**src/rtl/bus_arbiter_pkg.sv**
```systemverilog
// Shared arbiter definitions: FSM state encoding and one-hot grant constants.
package bus_arbiter_pkg;

  typedef enum logic [1:0] {
    ST_IDLE   = 2'd0,
    ST_GRANT0 = 2'd1,
    ST_GRANT1 = 2'd2
  } arb_state_e;

  localparam logic [1:0] GNT_NONE = 2'b00;
  localparam logic [1:0] GNT_M0   = 2'b01;
  localparam logic [1:0] GNT_M1   = 2'b10;

endpackage

```
**src/rtl/bus_arbiter_rr_pick.sv**
```systemverilog
// Two-requester round-robin picker: a sole requester wins, a tie goes to the
// master that was not served last.
module rr_pick
  import bus_arbiter_pkg::*;
(
  input  logic [1:0] i_req,
  input  logic       i_last_m1,
  output logic [1:0] o_gnt
);

  always_comb begin
    o_gnt = GNT_NONE;
    case (i_req)
      2'b01:   o_gnt = GNT_M0;
      2'b10:   o_gnt = GNT_M1;
      2'b11:   o_gnt = i_last_m1 ? GNT_M0 : GNT_M1;
      default: o_gnt = GNT_NONE;
    endcase
  end

endmodule

```
**src/rtl/bus_arbiter.sv**
```systemverilog
// Two-master round-robin bus arbiter with a single slave port.
// Define BUS_ARBITER_TIMEOUT_EN to add the slave-ack watchdog (m*_err_o).
module bus_arbiter
  import bus_arbiter_pkg::*;
#(
  parameter int unsigned TIMEOUT_CYCLES = 255
) (
  input  logic        clk_i,
  input  logic        rst_ni,
  input  logic        m0_cyc_i,
  input  logic        m0_we_i,
  input  logic [31:0] m0_adr_i,
  input  logic [31:0] m0_dat_i,
  input  logic [3:0]  m0_sel_i,
  output logic        m0_ack_o,
  output logic        m0_err_o,
  output logic [31:0] m0_dat_o,
  input  logic        m1_cyc_i,
  input  logic        m1_we_i,
  input  logic [31:0] m1_adr_i,
  input  logic [31:0] m1_dat_i,
  input  logic [3:0]  m1_sel_i,
  output logic        m1_ack_o,
  output logic        m1_err_o,
  output logic [31:0] m1_dat_o,
  output logic        s_cyc_o,
  output logic        s_we_o,
  output logic [31:0] s_adr_o,
  output logic [31:0] s_dat_o,
  output logic [3:0]  s_sel_o,
  input  logic        s_ack_i,
  input  logic [31:0] s_dat_i,
  output logic [1:0]  grant_o
);

  if (TIMEOUT_CYCLES == 0 || TIMEOUT_CYCLES > 255) begin : g_bad_timeout
    $error("TIMEOUT_CYCLES must be in 1..255");
  end

  arb_state_e r_state, w_next;
  logic       r_last_m1;
  logic [1:0] w_pick;
  logic       w_timeout;

  rr_pick u_pick (
    .i_req     ({m1_cyc_i, m0_cyc_i}),
    .i_last_m1 (r_last_m1),
    .o_gnt     (w_pick)
  );

  always_ff @(posedge clk_i or negedge rst_ni) begin
    if (!rst_ni) begin
      r_state   <= ST_IDLE;
      r_last_m1 <= 1'b1;
    end else begin
      r_state <= w_next;
      if (r_state == ST_IDLE && w_next != ST_IDLE)
        r_last_m1 <= (w_next == ST_GRANT1);
    end
  end

`ifdef BUS_ARBITER_TIMEOUT_EN
  localparam logic [7:0] TO_LIMIT = 8'(TIMEOUT_CYCLES);
  logic [7:0] r_to_cnt;

  // Idle clears the count, so every grant entry starts from zero.
  always_ff @(posedge clk_i or negedge rst_ni) begin
    if (!rst_ni)
      r_to_cnt <= '0;
    else if (r_state == ST_IDLE || s_ack_i || w_timeout)
      r_to_cnt <= '0;
    else
      r_to_cnt <= r_to_cnt + 8'd1;
  end

  assign w_timeout = (r_state != ST_IDLE) && (r_to_cnt == TO_LIMIT);
`else
  assign w_timeout = 1'b0;
`endif

  always_comb begin
    w_next   = r_state;
    grant_o  = GNT_NONE;
    s_cyc_o  = 1'b0;
    s_we_o   = 1'b0;
    s_adr_o  = '0;
    s_dat_o  = '0;
    s_sel_o  = '0;
    m0_ack_o = 1'b0;
    m1_ack_o = 1'b0;
    m0_err_o = 1'b0;
    m1_err_o = 1'b0;
    case (r_state)
      ST_IDLE: begin
        if (w_pick == GNT_M0)      w_next = ST_GRANT0;
        else if (w_pick == GNT_M1) w_next = ST_GRANT1;
      end
      ST_GRANT0: begin
        grant_o  = GNT_M0;
        s_cyc_o  = m0_cyc_i & ~w_timeout;
        s_we_o   = m0_we_i;
        s_adr_o  = m0_adr_i;
        s_dat_o  = m0_dat_i;
        s_sel_o  = m0_sel_i;
        m0_ack_o = s_ack_i & ~w_timeout;
        m0_err_o = w_timeout;
        // An ack while the other master waits hands the bus back through idle.
        if (w_timeout || !m0_cyc_i || (s_ack_i && m1_cyc_i)) w_next = ST_IDLE;
      end
      ST_GRANT1: begin
        grant_o  = GNT_M1;
        s_cyc_o  = m1_cyc_i & ~w_timeout;
        s_we_o   = m1_we_i;
        s_adr_o  = m1_adr_i;
        s_dat_o  = m1_dat_i;
        s_sel_o  = m1_sel_i;
        m1_ack_o = s_ack_i & ~w_timeout;
        m1_err_o = w_timeout;
        if (w_timeout || !m1_cyc_i || (s_ack_i && m0_cyc_i)) w_next = ST_IDLE;
      end
      default: w_next = ST_IDLE;
    endcase
  end

  assign m0_dat_o = s_dat_i;
  assign m1_dat_o = s_dat_i;

endmodule

```
**config.mk**
```make
export PLATFORM = sky130hd
export DESIGN_NAME = bus_arbiter
export DESIGN_NICKNAME = d
export VERILOG_FILES = /design/src/rtl/bus_arbiter_pkg.sv /design/src/rtl/bus_arbiter_rr_pick.sv /design/src/rtl/bus_arbiter.sv
export SDC_FILE = /design/constraint.sdc
export NUM_CORES = 1
export LEC_CHECK = 0
export CAP_MARGIN = 15
export CORE_AREA = 2 2 121 123
export DETAILED_ROUTE_END_ITERATION = 6
export DIE_AREA = 0 0 123 125
export PLACE_DENSITY = 0.51
export SLEW_MARGIN = 20
export SYNTH_ARGS = -nofsm -noshare
export SYNTH_HDL_FRONTEND = slang
export SYNTH_SLANG_ARGS = --single-unit
export TNS_END_PERCENT = 10
```
**constraint.sdc**
```tcl
create_clock -name clk_i -period 3 [get_ports clk_i]
set_input_delay 0.6 -clock clk_i [delete_from_list [all_inputs] [get_ports clk_i]]
set_output_delay 0.6 -clock clk_i [all_outputs]
set_load 0.02 [all_outputs]
```
# Word-level counts from Yosys, hierarchy flattened
# Cells that the tools add are included.
dict set report totals {
  out_inout_bits 140
  wordCells 34
  in_bits 175
  register_bits 3
}
dict set report classes {
  n_reduce_logical 9
  eq_ne 8
  n_mux 15
}
# op n
set op_table {}
lappend op_table {{$pmux W32 S2} 2}
lappend op_table {{$pmux W2 S3} 2}
lappend op_table {{$eq A2 B2 Y1 const B} 5}
lappend op_table {{$mux W2} 5}
lappend op_table {{$pmux W4 S2} 1}
lappend op_table {{$eq A2 B1 Y1 const B} 3}
lappend op_table {{$pmux W1 S2} 2}
lappend op_table {{$pmux W2 S2} 1}
lappend op_table {{$logic_and A1 B1 Y1} 3}
lappend op_table {{$logic_not A1 Y1} 2}
lappend op_table {{$logic_not A2 Y1} 1}
lappend op_table {{$logic_or A1 B1 Y1} 2}
lappend op_table {{$mux W1} 2}
lappend op_table {{$reduce_bool A2 Y1} 1}

# Depth between registers and ports, before layout
dict set report depth {
  depth_word 8
  depth_mapped 7
  ltp_nobuf 6
}

# Modules after synthesis
# Synthesis repeated with hierarchy kept, for this count alone.
dict set report hier_totals {
  hier_cells 265
  hier_area_um2 1859.3
}
# mod seq_area_each_um2 cells_per_inst instances area_each_um2
set modules_own_cells {}
lappend modules_own_cells {bus_arbiter 76.3 262 1 1840.5}
lappend modules_own_cells {rr_pick 0.0 3 1 18.8}

# Worst setup path after synthesis
# No wires, ideal clock.
dict set report synth_timing {
  path_type {reg-to-output}
  from {register r_state[1]}
  to {output port s_adr_o[5]}
  arrival_time_ns 1.677
  t_required_ns 2.400
  stages_incl_launch_ff 7
  n_path_buf 2
  path_slack_ns 0.723
  cell_sequence {dfrtp_1 inv_1 ha_1 buf_6 clkbuf_1 a22oi_1 nor2b_1}
}
dict set report synth_via {
  elab_chain_cells 2
  word_cells_on_any_way 3
  cone_classes {eq/ne (2); mux (1)}
}
# element line_no
set synth_rtl {}
lappend synth_rtl {{from (decl)} bus_arbiter.sv:40} ;# arb_state_e r_state, w_next;
lappend synth_rtl {{from (signal assigned)} bus_arbiter.sv:56} ;# r_state <= w_next;
lappend synth_rtl {{$eq A2 B2 Y1 / $eq A2 B1 Y1 (equally long branches)} bus_arbiter.sv:93} ;# case (r_state)
lappend synth_rtl {{$pmux W32 S2 *} bus_arbiter.sv:93}
lappend synth_rtl {{to (decl)} bus_arbiter.sv:28} ;# output logic [31:0] s_adr_o,
# Mark *: on every way between the ends. The rest lies on a longest branch, timed or not.

# Worst setup path after layout
dict set report layout_timing {
  from {register r_state[1]}
  to {output port s_dat_o[0]}
}
dict set report layout_via {
  elab_chain_cells 2
  word_cells_on_any_way 3
  cone_classes {eq/ne (2); mux (1)}
}
# element line_no
set layout_rtl {}
lappend layout_rtl {{$eq A2 B2 Y1 / $eq A2 B1 Y1 (equally long branches)} bus_arbiter.sv:93}
lappend layout_rtl {{$pmux W32 S2 *} bus_arbiter.sv:93}
lappend layout_rtl {{to (decl)} bus_arbiter.sv:29} ;# output logic [31:0] s_dat_o,
# Marks and branches as above.

==> results.sh <==
export IMPL_status="finished clean"
export IMPL_cts_path_max_buffers=2
export IMPL_path_class="reg2out"
export IMPL_routed_wl_met3_um=898
export IMPL_drt_met1_wl_um=3110
export IMPL_start_kind="register"
export IMPL_cts_tree="yes"
export IMPL_rows=44
export IMPL_cts_sinks=3
export IMPL_cpMaxStageDelayCell="clkdlybuf4s50_1"
export IMPL_ir_drop_v=0.000321
export IMPL_routed_wl_um=8110
export IMPL_tns_ns=0
export IMPL_wl_met2_um=3950
export IMPL_grt_pass1_vias=2294
export IMPL_grt_util_all_layers=0.0921
export IMPL_ys_seq_area_frac=0.0416
export IMPL_hold_viol=0
export IMPL_setup_ws_ns=0.148
export IMPL_regArea_um2=76.3
export IMPL_cts_buffers=3
export IMPL_worst_skew_pair_late_latency_ns=0.22
export IMPL_cts_setup_buffers=0
export IMPL_post_place_ws_ns=0.264
export IMPL_die_w_um=123
export IMPL_cp_max_fo=43
export IMPL_p_leak_nw=1.25
export IMPL_slew_viol_final=0
export IMPL_setup_viol=0
export IMPL_dr_pass1_iters=4
export IMPL_wl_per_cell_um=13.9
export IMPL_slowest_delay_ns=0.63
export IMPL_syn_avg_cell_area_um2=6.98
export IMPL_yosysWarnings=0
export IMPL_clkSlewWorstSetupHoldPaths_ns=0.03
export IMPL_nets=582
export IMPL_netlist_top_cells_area="a22oi_1 (29%), buf_4 (27%), nor2b_1 (24%), clkbuf_1 (4.3%), ha_1 (3.4%)"
export IMPL_io_buffers=216
export IMPL_vias_per_cell=4.00
export IMPL_vias=2339
export IMPL_cts_hold_buf=0
export IMPL_ios=315
export IMPL_drive_above_1_share=0.0324
export IMPL_min_period_over_period=0.951
export IMPL_gp_congestion=0.838
export IMPL_synth_top_area_frac=0.286
export IMPL_rsz0062_at_grt="false"
export IMPL_pwr_density_cell_nw_per_um2=727
export IMPL_required_ns=2.40
export IMPL_synthCells=263
export IMPL_dieArea_um2=15400
export IMPL_end_kind="output port"
export IMPL_cts_resized=0
export IMPL_syn_area_um2=1840
export IMPL_ant_nets=0
export IMPL_core_area_um2=14200
export IMPL_yosysTopAreaCell="a22oi_1"
export IMPL_place_hpwl_um=6510
export IMPL_initial_core_util=0.129
export IMPL_layout_min_cycle_time_ns=2.85
export IMPL_antenna_found_initial=0
export IMPL_cts_max_level=1
export IMPL_arrival_ns=2.25
export IMPL_highest_layer="met4"
export IMPL_remaining_drc_errors=0
export IMPL_diodes=0
export IMPL_first_iter_violations=70
export IMPL_crit_chain="inv_1 -> ha_4 -> buf_12 -> a22oi_1 -> nor2b_1 -> clkdlybuf4s50_1"
export IMPL_multi_input_area_um2=1190
export IMPL_grt_overflow_total=0
export IMPL_grt_max_degree=51
export IMPL_syn2layout_area_growth_pct=109
export IMPL_cap_viol_max_count=0
export IMPL_min_path_type="in2async"
export IMPL_clock_root_buffer="clkbuf_16"
export IMPL_clock_skew_ns=0.000964
export IMPL_synth_cell_types=23
export IMPL_ys_ff_latch=3
export IMPL_die_h_um=125
export IMPL_grt_pass1_wl_um=11600
export IMPL_fill_cells=1520
export IMPL_fmax_mhz=351
-- cells in the final DEF, fill, tap and decap left out, drive strengths merged --
cell type,Yosys,final
dfrtp,2,2
buf,68,6
nor3b,1,1
o21ai,2,2
and2,4,4
ha,5,5
inv,3,3
nand2b,2,2
nand2,3,3
conb,1,2
a21boi,1,1
dfstp,1,1
clkdlybuf4s50,0,216
nor2b,70,70
a22oi,70,70
nor2,3,3
a32o,1,1
a21oi,3,3
nand3,1,1
clkbuf,21,4
o32a,1,1
-- critical path: cells and delay by family, from the launching register on --
family | cells | cell delay (ns)
buffers and inverters | 3 | 1.03
adders and majority gates | 1 | 0.26
and+or+nand+nor | 1 | 0.13
AOI/OAI and AO/OA | 1 | 0.13
DFF | 1 | 0.45
-- worst paths after layout --
path	startpoint	end	slack (ns)	cells after the start
max	r_state[1]	s_dat_o[0]	0.15	6
min	rst_ni	r_state[0]	0.57	1
max reg2reg	r_state[1]	r_last_m1	1.28	6
min reg2reg	r_last_m1	r_last_m1	0.67	2
max in group asynchronous	rst_ni	r_last_m1	2.21	1
min in group clk_i	r_last_m1	r_last_m1	0.67	2
-- per-stage QoR --
step | hold slack [ns] | util | power, mW | instance area (um2) | cells
detailed placement | 0.645 | 0.263 | 2.58 | 3740 | 581
global route | 0.576 | 0.270 | 2.99 | 3840 | 585
floorplan | 0.304 | - | 1.60 | 1840 | 264
finish | 0.566 | 0.270 | 2.79 | 3840 | 585
CTS | 0.571 | 0.269 | 2.81 | 3820 | 585
global placement | 0.638 | 0.263 | 2.57 | 3740 | 581
-- report_power, final --
part           leakage, nW  internal, mW  switching [mW]  total [mW]
registers           0.0361        0.0648          0.0278      0.0926
clock network       0.0382         0.175          0.0365       0.212
logic                 1.17          1.27            1.21        2.49
-- sequential cells by signal, indices dropped and copies added (netlist names) --
signal and flops:
r_state 2, r_last_m1 1
-- cells by family (layout without fill, tap and decap cells) --
family | count (synthesis) | after routing | synth area share
AOI/OAI and AO/OA | 78 | 78 | 0.315
and+or+nand+nor | 84 | 84 | 0.279
adders and majority gates | 5 | 5 | 0.0341
other | 1 | 2 | 0.00204
DFF | 3 | 3 | 0.0416
buffers and inverters | 92 | 229 | 0.328
-- metal layers --
metal / GRT usage / up-vias
li1: - / 1127
met3: 0.0269 / 23
met2: 0.168 / 139
met4: 0.0254 / 0
met1: 0.102 / 1050
met5: 0 / -
-- final cells by class --
type,count,share of cell area
sequential,3,0.0199
clock buffer,4,0.0205
inverter,3,0.00293
multi-input combinational,169,0.309
timing repair buffer,222,0.588
tap,184,0.0600
-- cell usage after synthesis --
library cell	number
a21boi_0	1
a21oi_1	3
a22oi_1	70
a32o_1	1
and2_1	3
and2_4	1
buf_2	1
buf_4	66
buf_6	1
clkbuf_1	21
conb_1	1
dfrtp_1	2
dfstp_2	1
ha_1	5
inv_1	3
nand2_1	3
nand2b_1	2
nand3_1	1
nor2_1	3
nor2b_1	70
nor3b_1	1
o21ai_0	2
o32a_1	1
No activity file was read; power rests on OpenSTA's default activity.
